### config.mk
export PLATFORM = sky130hd
export DESIGN_NAME = rr_arb_mux
export DESIGN_NICKNAME = d
export VERILOG_FILES = /design/src/rtl/rr_arb_mux.sv
export SDC_FILE = /design/constraint.sdc
export NUM_CORES = 1
export LEC_CHECK = 0
export BUFFER_PORTS_ARGS = -buffer_cell sky130_fd_sc_hd__buf_2
export CAP_MARGIN = 20
export CORE_AREA = 2 2 65 67
export CTS_CLUSTER_DIAMETER = 100
export DETAILED_ROUTE_END_ITERATION = 8
export DIE_AREA = 0 0 67 69
export PLACE_DENSITY = 0.79
export SLEW_MARGIN = 10
export SYNTH_ARGS = -nofsm -noshare
export SYNTH_HDL_FRONTEND = slang
export SYNTH_SLANG_ARGS = --single-unit
export TNS_END_PERCENT = 30
### constraint.sdc
create_clock -name Clk -period 2.3 [get_ports Clk]
set_clock_uncertainty 0.05 [all_clocks]
set_input_delay 0.23 -clock Clk [delete_from_list [all_inputs] [get_ports Clk]]
set_output_delay 0.23 -clock Clk [all_outputs]
set_load 0.02 [all_outputs]
### src/rtl/rr_arb_mux.sv
// rr_arb_mux: N-channel round-robin arbitrating mux feeding a single-entry registered output.
// Define RR_ARB_MUX_PRIO_EN to add prio_mask, which restricts arbitration to masked-in requesters.

module rr_arb_mux_lane #(
  parameter int WIDTH = 16
) (
  input  logic [WIDTH-1:0] din,
  input  logic             gnt,
  output logic [WIDTH-1:0] dout
);
  assign dout = din & {WIDTH{gnt}};
endmodule

module rr_arb_mux #(
  parameter  int WIDTH = 16,
  parameter  int N     = 4,
  localparam int SELW  = (N > 1) ? $clog2(N) : 1
) (
  input  logic               Clk,
  input  logic               Reset,
  input  logic [N*WIDTH-1:0] in_data,
  input  logic [N-1:0]       in_valid,
`ifdef RR_ARB_MUX_PRIO_EN
  input  logic [N-1:0]       prio_mask,
`endif
  output logic [N-1:0]       in_ready,
  output logic [WIDTH-1:0]   out_data,
  output logic               out_valid,
  input  logic               out_ready,
  output logic [SELW-1:0]    out_src,
  output logic               busy
);

  typedef enum logic {EMPTY, FULL} state_t;

  typedef struct packed {
    logic [WIDTH-1:0] data;
    logic [SELW-1:0]  src;
  } resp_t;

  state_t                  state;
  resp_t                   out_q;
  logic [SELW-1:0]         ptr, ptr_nxt;
  logic [N-1:0][WIDTH-1:0] din, lane_q;
  logic [N-1:0]            req, gnt_oh;
  logic                    hi_vld, gnt_vld, accept;
  logic [SELW-1:0]         hi_idx, lo_idx, gnt_idx;
  logic [WIDTH-1:0]        sel_data;

  assign din = in_data;

`ifdef RR_ARB_MUX_PRIO_EN
  // Masked requesters take over arbitration only while at least one of them is valid.
  assign req = (|(in_valid & prio_mask)) ? (in_valid & prio_mask) : in_valid;
`else
  assign req = in_valid;
`endif

  // Round-robin as two priority scans: first requester at/after ptr, else first overall (wrap).
  always_comb begin
    hi_vld = 1'b0;
    hi_idx = '0;
    lo_idx = '0;
    for (int i = N-1; i >= 0; i--) begin
      if (req[i]) lo_idx = SELW'(i);
      if (req[i] && (i >= int'(ptr))) begin
        hi_vld = 1'b1;
        hi_idx = SELW'(i);
      end
    end
  end

  assign gnt_vld = |req;
  assign gnt_idx = hi_vld ? hi_idx : lo_idx;
  assign ptr_nxt = (gnt_idx == SELW'(N-1)) ? '0 : gnt_idx + 1'b1;

  // Refill is allowed when empty or when the held word drains this same cycle.
  assign accept  = gnt_vld && ((state == EMPTY) || out_ready) && !Reset;

  for (genvar i = 0; i < N; i++) begin : g_lane
    assign gnt_oh[i] = gnt_vld && (gnt_idx == SELW'(i));
    rr_arb_mux_lane #(.WIDTH(WIDTH)) u_lane (
      .din  (din[i]),
      .gnt  (gnt_oh[i]),
      .dout (lane_q[i])
    );
  end

  always_comb begin
    sel_data = '0;
    for (int i = 0; i < N; i++) sel_data = sel_data | lane_q[i];
  end

  assign in_ready = accept ? gnt_oh : '0;

  always_ff @(posedge Clk or posedge Reset) begin
    if (Reset) begin
      state <= EMPTY;
      out_q <= '0;
      ptr   <= '0;
    end else begin
      case (state)
        EMPTY: if (accept) state <= FULL;
        FULL:  if (!accept && out_ready) state <= EMPTY;
        default: state <= EMPTY;
      endcase
      if (accept) begin
        out_q.data <= sel_data;
        out_q.src  <= gnt_idx;
        ptr        <= ptr_nxt;
      end
    end
  end

  assign out_valid = (state == FULL);
  assign out_data  = out_q.data;
  assign out_src   = out_q.src;
  assign busy      = out_valid || (|in_valid);

endmodule

==> key figures <==
Die
  – Core Box Area: about 3900 um2
  – I/O pin total: 95
  – Die Wd: roughly 67 um
  – # rows: 23
  – Die footprint: approximately 4600 um2
  – Initial core utilization: a little over a third
  – Die height: 69 um

Setup path
  – CP startpoint kind: flip-flop
  – CP arrival: ~2 ns
  – Worst Setup End Kind: output pin
  – CP max stage cell: dfrtp_1
  – Critical path, cell by cell: a21boi_1 -> o2bb2ai_1 -> or2_2 -> ha_1 -> buf_12 -> and2_1 -> buf_2
  – RR Startpoint: ptr[1]
  – CP startpoint: ptr[1]
  – Crit-path max FO: 17
  – Critical setup path kind: reg2out
  – CP required: a little over 2 ns
  – Max stage delay on crit path: roughly 0.43 ns

Synth
  – Seq/Total Area, Yosys: around 37%
  – Area of the mapped netlist: roughly 1400 um2
  – Flops & latches, synth: 21
  – Yosys warns: 0
  – Netlist cell types: 25
  – Syn Nets: roughly 210
  – Xor/xnor cell area share of the yosys netlist: 0%
  – Post-synthesis mux area share: between 10% and 20%
  – Synth Area in Simple Gates: 12.57%
  – Largest family of logic cells by synthesized area: compound AO/OA/AOI/OAI gates
  – Mean Syn Cell Area: 10.64 um2
  – Cells after Synth: 132
  – Compound-Gate Fraction of Synth Area: 23.26%
  – Adder-Cell Fraction of Synth Area: between 3 and 4%

GRT
  – Initial antenna violation count: 0
  – Met2 GRT Util: between 30% and 40%
  – First-pass GRT wire length: slightly above 6000 um
  – GRT Util Overall: about 17%
  – Vias in the first global route: 1,324
  – Global-route layer with the greatest usage: met2
  – Global route total overflow: 0
  – Met1 Use GR: 20.02%
  – Largest net degree at the start of global routing: 22
  – GR Util met3: about 2.1%

Placed design
  – Hpwl dp: roughly 3000 um
  – IO buf count: 94
  – Dpl ws: 0.01506 ns
  – Global placer's final weighted congestion: 0.8268
  – Placed cells: between 200 and 300
  – Dpl cell area: slightly below 2000 um2

STA
  – Tightest Pin Transition: between 0.7 and 0.8 ns
  – Slew HR: a little under half
  – Period utilisation layout: about 98%
  – Setup WS post-layout: 0.04503 ns
  – Max-slew violation count: 0
  – Final setup fails: 0
  – Total negative slack: 0 ns
  – RSZ-0062 raised after global routing: yes
  – Final hold viol count: 0
  – Crit path time final: between 2 and 2.5 ns
  – F_max: 443.5 MHz
  – Hold WS: roughly 0.13 ns

Drt
  – Detailed-route wire length per cell: 14.11 um
  – Via density: ~5
  – DRC Markers: 0
  – Vias: roughly 1,400
  – Antenna-violating nets left: 0
  – Number of detailed-route iterations in the first pass: 4
  – Starting DRT DRC Count: 44
  – Final WL: between 3000 and 4000 um

Clock tree
  – Clock sink count: 21
  – CTS buffer count: 3
  – Clock Path Buffers: 2
  – Hold buffer count at CTS: 0
  – Later-pin clock latency in the skew report: between 0.2 and 0.3 ns
  – Clk slew on worst S/H paths: about 0.080 ns
  – CTS tree: built
  – Clock Tree Root: clkbuf_8
  – H-tree levels: 1

Final layout
  – FILL cells: 364
  – Commonest non-fill, non-tap cell in the layout: buf_2
  – Fin nets: about 300
  – Layout cell share with drive strength beyond 1: a little under 60%
  – Finished Layout Cells: 282
  – Synth-to-layout area growth: 47.15%
  – Post-Layout Inst Area: 2066 um2
  – Diode count: 0
  – Commonest cells after routing, fill and taps aside: buf_2 (94), a22oi_1 (31), dfrtp_1 (21)

Power and ir drop
  – Static Leak: roughly 1.1 nW
  – Worst vdd ir: 0.3934 mV
  – PwrDens: 1023 nW/um2

Worst hold path
  – Worst Hold Class: in2async

Run status
  – Status: complete, no violations

Flow run
  – Total of max-cap violations: 0
-- layer usage --
metal	vias to the layer above	routed length (um)
met5	-	0
met4	0	21
met3	2	296
met2	54	2101
met1	665	1561
li1	695	-
-- logic make-up (layout without fill, tap and decap cells) --
group                    count (synthesis)  after routing
AO/OA/AOI/OAI                           43             43
adder cells (fa/ha/maj)                  4              4
buffers and inverters                   13            113
flip-flops                              21             21
multiplexers                            18             18
AND/OR/NAND/NOR                         33             33
-- critical path, delay by kind of cell, from the launching register on --
| kind | cells | cell delay (ns) |
|---|---|---|
| flip-flops | 1 | 0.43 |
| AO/OA/AOI/OAI | 2 | 0.30 |
| adder cells (fa/ha/maj) | 1 | 0.23 |
| buffers and inverters | 2 | 0.31 |
| AND/OR/NAND/NOR | 2 | 0.44 |
-- cells in the mapped netlist --
cell       number  area (um2)
a21boi_0        1       7.510
a221oi_1        1       8.760
a22oi_1        32       240.2
and2_1          4       25.02
buf_6           2       22.52
clkbuf_1        8       30.03
dfrtp_1        21       525.5
ha_1            4       50.05
inv_1           3       11.26
mux2_2          1       11.26
mux2_4         16       240.2
mux2i_1         1       10.01
nand2_1        17       63.81
nor2_1          3       11.26
nor2b_1         3       18.77
nor3_2          1       10.01
nor4_4          1       21.27
o21a_1          1       7.510
o21bai_1        1       7.510
o2bb2ai_1       1       8.760
o31a_1          1       8.760
o31ai_1         5       37.54
or2_2           2       12.51
or2b_1          1       7.510
or3_1           1       6.260
-- final timing paths --
path                                      to  slack [ns]  cells past startpoint
max in group asynchronous       out_data[10]        1.57                      2
min in group Clk                   out_valid        0.21                      2
worst max-delay path             in_ready[0]        0.05                      7
worst max register to register  out_data[11]        0.17                      8
worst min-delay path              out_src[0]        0.13                      2
worst min register to register    out_src[1]        0.45                      2
-- where the power goes --
part	leakage (nW)	total, W	internal [W]	switching (W)
Sequential	0.253	0.000634	0.000535	0.0000983
Clock	0.0255	0.000235	0.000120	0.000115
Combinational	0.825	0.00125	0.000601	0.000644
-- through the flow --
stage	utilization, %	power, W
5_1_grt	52.78	0.002265
3_5_place_dp	50.29	0.001870
3_3_place_gp	50.29	0.001844
4_1_cts	52.49	0.002128
6_report	52.78	0.002114
2_1_floorplan	-	0.001443
-- final cells by class --
cell class / count / area (um2) / area share, %
Clock buffer: 3 / 41.29 / 1.999
Clock inverter: 1 / 5.005 / 0.2423
Inverter: 3 / 11.26 / 0.5451
Multi-Input combinational cell: 98 / 834.6 / 40.40
Sequential cell: 21 / 525.5 / 25.44
Tap cell: 50 / 62.56 / 3.028
Timing Repair Buffer: 106 / 585.6 / 28.35
-- repair_timing --
item,CTS,global route
pin swaps,1,0
endpoints found under the setup margin,4,5
resized for setup,2,2
setup buffers,5,0
-- sequential cells by signal, summed over array words and instances, names as in the netlist --
| name | cells |
|---|---|
| out_data | 16 |
| out_src | 2 |
| out_valid | 1 |
| ptr | 2 |
No activity file was read; power rests on OpenSTA's default activity.
